==> src/rtl/lsu_read_path.sv <==
// Load/store unit read path: decodes the load address, captures peripheral data,
// and returns an aligned, extended load result exactly one cycle after the request.
module lsu_read_path #(
  parameter int SYNC_STAGES = 2
) (
  input  logic        i_clk,
  input  logic        i_rst_n,
  input  logic        i_lsu_rd_en,
  input  logic [15:0] i_lsu_addr,
  input  logic [2:0]  i_ld_size,
  input  logic [31:0] i_dmem_rdata,
  input  logic [31:0] i_op_rdata,
  input  logic [31:0] i_io_sw,
  output logic [31:0] o_ld_data,
  output logic        o_ld_valid,
  output logic        o_ld_err
);

  logic [31:0] sync_r [SYNC_STAGES];

  logic        is_dmem_s;
  logic        is_op_s;
  logic        is_ip_s;
  logic        ip_word0_s;
  logic        size_bad_s;
  logic        misalign_s;
  logic        err_s;
  logic [31:0] cap_word_s;

  logic        s1_valid_r;
  logic        s1_dmem_r;
  logic        s1_err_r;
  logic [1:0]  s1_off_r;
  logic [2:0]  s1_size_r;
  logic [31:0] s1_word_r;

  logic [31:0] raw_word_s;
  logic        valid_s;

  // Lane select and sign/zero extension of a raw word for a given funct3.
  function automatic logic [31:0] extend_load(input logic [31:0] word,
                                              input logic [1:0]  off,
                                              input logic [2:0]  size);
    logic [7:0]  b;
    logic [15:0] h;
    logic [31:0] res;
    case (off)
      2'b00:   b = word[7:0];
      2'b01:   b = word[15:8];
      2'b10:   b = word[23:16];
      2'b11:   b = word[31:24];
      default: b = 8'h00;
    endcase
    if (off[1]) begin
      h = word[31:16];
    end else begin
      h = word[15:0];
    end
    case (size)
      3'b000:  res = {{24{b[7]}}, b};
      3'b001:  res = {{16{h[15]}}, h};
      3'b010:  res = word;
      3'b100:  res = {24'h000000, b};
      3'b101:  res = {16'h0000, h};
      default: res = 32'h0000_0000;
    endcase
    return res;
  endfunction

  // Switch synchronizer chain; IP loads only ever see the last stage.
  always_ff @(posedge i_clk) begin
    if (!i_rst_n) begin
      for (int i = 0; i < SYNC_STAGES; i++) begin
        sync_r[i] <= 32'h0000_0000;
      end
    end else begin
      sync_r[0] <= i_io_sw;
      for (int i = 1; i < SYNC_STAGES; i++) begin
        sync_r[i] <= sync_r[i-1];
      end
    end
  end

  // Request-cycle decode: region, size legality, alignment and captured word.
  always_comb begin
    is_dmem_s  = (i_lsu_addr[15:13] == 3'b001);
    is_op_s    = (i_lsu_addr[15:6] == 10'b0111_0000_00);
    is_ip_s    = (i_lsu_addr[15:5] == 11'b0111_1000_000);
    ip_word0_s = (i_lsu_addr[4:2] == 3'b000);
    size_bad_s = 1'b0;
    misalign_s = 1'b0;
    case (i_ld_size)
      3'b000, 3'b100: misalign_s = 1'b0;
      3'b001, 3'b101: misalign_s = i_lsu_addr[0];
      3'b010:         misalign_s = (i_lsu_addr[1:0] != 2'b00);
      default:        size_bad_s = 1'b1;
    endcase
    err_s = !(is_dmem_s || is_op_s || is_ip_s) || size_bad_s || misalign_s;
    // Only the first IP word carries switches; the rest of the window reads zero.
    if (is_op_s) begin
      cap_word_s = i_op_rdata;
    end else if (is_ip_s && ip_word0_s) begin
      cap_word_s = sync_r[SYNC_STAGES-1];
    end else begin
      cap_word_s = 32'h0000_0000;
    end
  end

  // Stage-1 register bridging the request cycle and the response cycle.
  always_ff @(posedge i_clk) begin
    if (!i_rst_n) begin
      s1_valid_r <= 1'b0;
      s1_dmem_r  <= 1'b0;
      s1_err_r   <= 1'b0;
      s1_off_r   <= 2'b00;
      s1_size_r  <= 3'b000;
      s1_word_r  <= 32'h0000_0000;
    end else begin
      s1_valid_r <= i_lsu_rd_en;
      if (i_lsu_rd_en) begin
        s1_dmem_r <= is_dmem_s;
        s1_err_r  <= err_s;
        s1_off_r  <= i_lsu_addr[1:0];
        s1_size_r <= i_ld_size;
        s1_word_r <= cap_word_s;
      end
    end
  end

  // Response formatting; reset low kills an in-flight response in its own cycle.
  always_comb begin
    valid_s = s1_valid_r && i_rst_n;
    if (s1_dmem_r) begin
      raw_word_s = i_dmem_rdata;
    end else begin
      raw_word_s = s1_word_r;
    end
    if (valid_s && !s1_err_r) begin
      o_ld_data = extend_load(raw_word_s, s1_off_r, s1_size_r);
    end else begin
      o_ld_data = 32'h0000_0000;
    end
    o_ld_valid = valid_s;
    o_ld_err   = valid_s && s1_err_r;
  end

endmodule

==> config.mk <==
export PLATFORM = sky130hd
export DESIGN_NAME = lsu_read_path
export DESIGN_NICKNAME = d
export VERILOG_FILES = /design/src/rtl/lsu_read_path.sv
export SDC_FILE = /design/constraint.sdc
export NUM_CORES = 1
export LEC_CHECK = 0
export ABC_AREA = 1
export CORE_MARGIN = 1.5
export CORE_UTILIZATION = 48
export CTS_CLUSTER_SIZE = 40
export DETAILED_ROUTE_END_ITERATION = 7
export GPL_TIMING_DRIVEN = 0
export HOLD_SLACK_MARGIN = 0.05
export MAX_ROUTING_LAYER = met4
export PLACE_DENSITY = 0.81
export SYNTH_ARGS = -nofsm -noshare
export SYNTH_HDL_FRONTEND = slang
export SYNTH_SLANG_ARGS = --single-unit
==> constraint.sdc <==
create_clock -name i_clk -period 1.9 [get_ports i_clk]
set_clock_uncertainty 0.1 [all_clocks]
set_input_delay 0.38 -clock i_clk [delete_from_list [all_inputs] [get_ports i_clk]]
set_output_delay 0.38 -clock i_clk [all_outputs]
set_load 0.01 [all_outputs]
==> results.sh, run 1 <==
export IMPL_cp_top_family="buffers and inverters"
export IMPL_syn_area_per_cell_um2=6.21
export IMPL_setup_ws_ps=-458
export IMPL_syn_nets=956
export IMPL_timing_critical_path_mode_cell="buf_8"
export IMPL_synth_distinct_cells=24
export IMPL_die_area_mm2=0.0115
export IMPL_cpMaxStageDelayCell="dfxtp_4"
export IMPL_worstSetupPathType="flop to output port"
export IMPL_clkSinkCount=104
export IMPL_grtUsageTotal_pct=26.1
export IMPL_nFillCells=903
export IMPL_routabilityCongestion=0.954
export IMPL_max_stage_delay_ps=450
export IMPL_grt_pass1_vias=4938
export IMPL_holdWs_ps=318
export IMPL_initial_core_util_pct=50.0
export IMPL_rows=37
export IMPL_final_cell_mix="nand2_1, nor2_1, clkdlybuf4s50_1"
export IMPL_outcome="finished with violations"
export IMPL_ys_ff_latch=104
export IMPL_power_density_mw_per_mm2=631
export IMPL_final_layout_size_suffix_gt1_share_pct=16.5
export IMPL_routed_wl_um=14600
export IMPL_p_leak_nw=3.65
export IMPL_start_kind="flop"
export IMPL_finalCritPeriodShare_pct=124
export IMPL_synth_top_area_cell="dfxtp_1"
export IMPL_worstMarginPinSlew_ps=639
export IMPL_crit_fanout=6
export IMPL_fin_crit_ps=2360
export IMPL_wl_per_cell_um=12.7
export IMPL_fin_area_mm2=0.00744
export IMPL_rsz0062_at_grt="true"
export IMPL_viasPerCell=4.72
export IMPL_nNetsFinal=1128
export IMPL_utilization_pct=71.4
export IMPL_port_buffers=150
export IMPL_grt_ovfl_total=0
export IMPL_cts_root_buf="clkbuf_8"
export IMPL_diodes=0
export IMPL_cts_inserted_buffers=9
export IMPL_first_pass_iters=5
export IMPL_violations="negative setup slack"
export IMPL_ant_nets=0
export IMPL_vias=5431
export IMPL_reg2reg_slack_ps=780
export IMPL_yosys_top_cells_area="dfxtp_1, nand2_1, nor2_1"
export IMPL_hold_class="flop to flop"
export IMPL_drc_errors=0
export IMPL_hold_buffers=0
export IMPL_slew_viol_final=0
export IMPL_ys_seq_area_share_pct=40.0
export IMPL_hpwl_um=11200
export IMPL_core_area_mm2=0.0104
export IMPL_tns_ps=-13230
export IMPL_areaGrowthSynthToFinish_pct=43.0
export IMPL_vdd_ir_drop_max_v=0.000449
export IMPL_drtIter0Drc=285
export IMPL_yosysWarnings=0
export IMPL_fmax_ghz=0.424
export IMPL_grt_max_degree=19
export IMPL_io_pins=152
export IMPL_worst_setup_path_end_kind="output port"
export IMPL_layout_commonest_cell="nand2_1"
export IMPL_dpl_cell_area_mm2=0.00688
export IMPL_maxCapViolations=0
export IMPL_finalSetupViolCount=32
export IMPL_hold_viol=0
export IMPL_clk_pin_slew_worst_paths_ps=110
export IMPL_h_tree_depth=3
export IMPL_yosysTopAreaCellShare_pct=40.0
export IMPL_cts_tree="done"
export IMPL_syn_area_mm2=0.00520
export IMPL_grt_pass1_wl_um=22800
export IMPL_insertion_delay_ps=360
export IMPL_slew_headroom_pct=57.4
export IMPL_crit_path_cell_trace="buf_8 -> nand2_4 -> nand3_2 -> nand2_2 -> o21ai_4 -> buf_12 -> buf_8 -> a21oi_1 -> buf_2"
export IMPL_antenna_found_initial=0
export IMPL_p_total_mw=4.69
export IMPL_syn_inst=838
export IMPL_arrival_ps=1880
export IMPL_crit_required_ps=1420
export IMPL_fp_dieH_um=107
export IMPL_die_w_um=107
export IMPL_worst_path_buf_inv=4
export IMPL_cts_buffer_depth=2
-- power by group --
part           switching (mW)  internal [mW]
clock                   0.748          0.632
combinational           0.491          0.485
sequential             0.0525           2.29
total                    1.29           3.40
-- stage by stage --
stage,setup WS (ps),instances
2_1_floorplan,195,838
3_3_place_gp,-1030,1124
3_5_place_dp,-1040,1124
4_1_cts,-448,1150
5_1_grt,-528,1151
6_report,-458,1151
-- Yosys cell counts, drive strengths merged --
cell	count
a21oi	65
buf	27
clkbuf	21
clkinv	1
dfxtp	104
inv	101
nand2	262
nand2b	7
nand3	69
nand3b	2
nor2	126
nor3	3
o21ai	47
o22ai	1
or2	2
-- layout make-up --
class / count / area [µm²] / share of cell area (%)
flip-flops and latches: 104 / 2100 / 28.2
inverters: 102 / 388 / 5.21
plain buffers: 47 / 297 / 3.99
multi-input cells: 584 / 2780 / 37.4
repair buffers: 162 / 1500 / 20.1
clock inverters: 6 / 77.6 / 1.04
clock buffers: 10 / 128 / 1.72
well taps: 136 / 170 / 2.29
-- worst min-delay path, cell delays in order (launching register included) --
cell     delay, ps
dfxtp_1        320
nand2_1         40
inv_1           40
-- path summary, 6_finish.rpt --
kind,to,start,cells after the start
max reg2reg,s1_dmem_r$_SDFFE_PN0P_,s1_dmem_r$_SDFFE_PN0P_,4
min reg2reg,sync_r[0][61]$_SDFF_PN0_,sync_r[0][29]$_SDFF_PN0_,2
max,o_ld_data[24],s1_dmem_r$_SDFFE_PN0P_,9
min,sync_r[0][61]$_SDFF_PN0_,sync_r[0][29]$_SDFF_PN0_,2
-- sequential cells by signal, summed over array words and instances (netlist names) --
register	flops
s1_dmem_r	1
s1_err_r	1
s1_off_r	2
s1_size_r	3
s1_valid_r	1
s1_word_r	32
sync_r	64
-- layer usage --
layer	global-route usage [%]	routed length, µm
met2	45.5	7150
met5	-	0
met3	3.16	742
met4	8.38	415
met1	31.2	6330
-- cells by family after synthesis --
logic type	Yosys count	synth area share (%)
compound gates	113	11.1
buf+inv	150	12.0
simple gates	471	36.9
flops	104	40.0
-- repair_timing --
action,4_1_cts,5_1_grt
buffers inserted,7,2
gates resized for setup,204,52
endpoints found under the setup margin,34,34
cloned,3,0
pin swaps,9,9
Note: power is estimated with default switching activity, not from simulation.
==> run 2: changes to the inputs <==
Settings changed: CORE_MARGIN 1.5 to 5.
==> run 2 against run 1 <==
  * Fmax increased by 0.14%
  * Design area grew 2.4%
  * Critical endpoint is now o_ld_data[30]
  * Highest routed layer unchanged
  * Via count is 1.7% higher
  * First-iteration DRC count is 12% higher
  * Sequential share of layout area is 0.74 points lower
  * The run still ends with negative setup slack left
  * Critical path type unchanged
==> results.sh, run 2 (synthesis results as in run 1) <==
export IMPL_core_area_mm2=0.0107
export IMPL_routabilityCongestion=0.952
export IMPL_cts_root_buf="clkbuf_8"
export IMPL_nNetsFinal=1136
export IMPL_initial_core_util_pct=48.4
export IMPL_setup_ws_ps=-455
export IMPL_top_regs="sync_r: 64 flops, s1_word_r: 32 flops, s1_size_r: 3 flops"
export IMPL_worstSetupPathType="flop to output port"
export IMPL_p_total_mw=4.68
export IMPL_vias=5521
export IMPL_hpwl_um=11800
export IMPL_clk_pin_slew_worst_paths_ps=100
export IMPL_grt_ovfl_total=0
export IMPL_grt_pass1_wl_um=23900
export IMPL_worstMarginPinSlew_ps=601
export IMPL_p_leak_nw=3.72
export IMPL_antenna_found_initial=0
export IMPL_fp_dieH_um=114
export IMPL_finalCritPeriodShare_pct=124
export IMPL_final_cell_mix="nand2_1, nor2_1, clkdlybuf4s50_1"
export IMPL_hold_class="flop to flop"
export IMPL_fin_area_mm2=0.00762
export IMPL_diodes=0
export IMPL_holdWs_ps=319
export IMPL_worstReg2RegEnd="s1_dmem_r$_SDFFE_PN0P_"
export IMPL_finalSetupViolCount=32
export IMPL_fin_crit_ps=2350
export IMPL_grtUsageTotal_pct=23.4
export IMPL_pre_cts_ws_ps=-1040
export IMPL_drtIter0Drc=318
export IMPL_grt_max_degree=20
export IMPL_outcome="finished with violations"
export IMPL_rows=38
export IMPL_viasPerCell=4.75
export IMPL_layout_commonest_cell="nand2_1"
export IMPL_maxCapViolations=0
export IMPL_largest_reg_flops=64
export IMPL_slew_viol_final=0
export IMPL_worst_setup_path_end_kind="output port"
export IMPL_reg2reg_slack_ps=630
export IMPL_clkSinkCount=104
export IMPL_hold_buffers=0
export IMPL_cts_buffer_depth=2
export IMPL_nFillCells=938
export IMPL_h_tree_depth=3
export IMPL_regMostFlops="sync_r"
export IMPL_insertion_delay_ps=360
export IMPL_slew_headroom_pct=59.9
export IMPL_whs_path_depth=2
export IMPL_crit_fanout=10
export IMPL_r2r_start="s1_dmem_r$_SDFFE_PN0P_"
export IMPL_io_pins=152
export IMPL_ant_nets=0
export IMPL_hold_viol=0
export IMPL_final_layout_size_suffix_gt1_share_pct=19.6
export IMPL_drc_errors=0
export IMPL_cts_tree="done"
export IMPL_min_to="sync_r[0][60]$_SDFF_PN0_"
export IMPL_violations="negative setup slack"
export IMPL_reg2regPathDepth=5
export IMPL_hp_start="sync_r[0][28]$_SDFF_PN0_"
export IMPL_die_w_um=114
export IMPL_rsz0062_at_grt="true"
export IMPL_routed_wl_um=15400
export IMPL_areaGrowthSynthToFinish_pct=46.3
export IMPL_vdd_ir_drop_max_v=0.000398
export IMPL_wl_per_cell_um=13.2
export IMPL_cts_inserted_buffers=9
export IMPL_arrival_ps=1870
export IMPL_dpl_cell_area_mm2=0.00688
export IMPL_grt_pass1_vias=5164
export IMPL_port_buffers=150
export IMPL_die_area_mm2=0.0130
export IMPL_fmax_ghz=0.425
export IMPL_crit_required_ps=1420
export IMPL_start_kind="flop"
export IMPL_power_density_mw_per_mm2=615
export IMPL_first_pass_iters=5
[run 2: changes by cell type in the layout (fill, tap and decap cells not counted), moves of 3 or more]
cell,previous run,this run
o21ai_1,7,2
a21oi_1,41,34
nand3_2,17,21
nand3_1,52,47
a21oi_2,24,31
buf_4,10,16
o21ai_0,38,41
nand2_1,246,237
nand2_2,9,16
[run 2: timing repair]
action	4_1_cts	5_1_grt
pin swaps	8	32
gates resized for setup	188	93
setup buffers	11	6
setup endpoints to repair	34	38
gates cloned	2	2
[run 2: cell type report]
cell class                      instances  area, µm²  share of cell area, %
Tap cell                              140        175                   2.30
Multi-Input combinational cell        584       2900                   38.0
Clock inverter                          6       57.6                  0.756
Timing Repair Buffer                  170       1570                   20.6
Clock buffer                           10        138                   1.81
Sequential cell                       104       2090                   27.5
Inverter                              102        393                   5.16
Buffer                                 47        297                   3.89
[run 2: worst max-delay path: stages (launching register included)]
cell,delay [ps]
dfxtp_4,470
buf_12,170
nand2_4,60
nand3_1,110
nand2_2,90
buf_4,180
a21oi_1,190
a21oi_2,80
buf_2,150
[run 2: worst max path at each step]
stage / slack, ps / start / end
floorplan: 200 / s1_off_r[1]$_SDFFE_PN0P_ / o_ld_data[0]
global placement: -1010 / i_rst_n / o_ld_data[6]
detailed placement: -1040 / i_rst_n / o_ld_data[6]
CTS: -400 / s1_dmem_r$_SDFFE_PN0P_ / o_ld_data[4]
global route: -530 / s1_dmem_r$_SDFFE_PN0P_ / o_ld_data[30]
finish: -450 / s1_dmem_r$_SDFFE_PN0P_ / o_ld_data[30]
[run 2: where the power goes]
| part | internal (mW) | total [mW] | switching (mW) | leakage (nW) |
|---|---|---|---|---|
| combinational | 0.503 | 1.02 | 0.513 | 2.76 |
| clock | 0.545 | 1.32 | 0.779 | 0.101 |
| sequential | 2.29 | 2.34 | 0.0537 | 0.862 |
| total | 3.33 | 4.68 | 1.35 | 3.72 |
[run 2: metal layers]
metal / global-route usage (%) / routed length, µm / up-vias / share of wire (%)
met2: 39.2 / 7420 / 179 / 48
met3: 2.80 / 690 / 49 / 4.5
met5: - / 0 / - / 0
li1: - / - / 2930 / -
met4: 10.5 / 637 / 0 / 4.1
met1: 28.3 / 6610 / 2363 / 43
[run 2: through the flow]
stage,utilization [%],cells,TNS (ps)
2_1_floorplan,-,838,0
3_3_place_gp,64.0,1128,-50210
3_5_place_dp,64.0,1128,-54770
4_1_cts,67.0,1156,-11680
5_1_grt,70.9,1163,-15180
6_report,70.9,1163,-12870
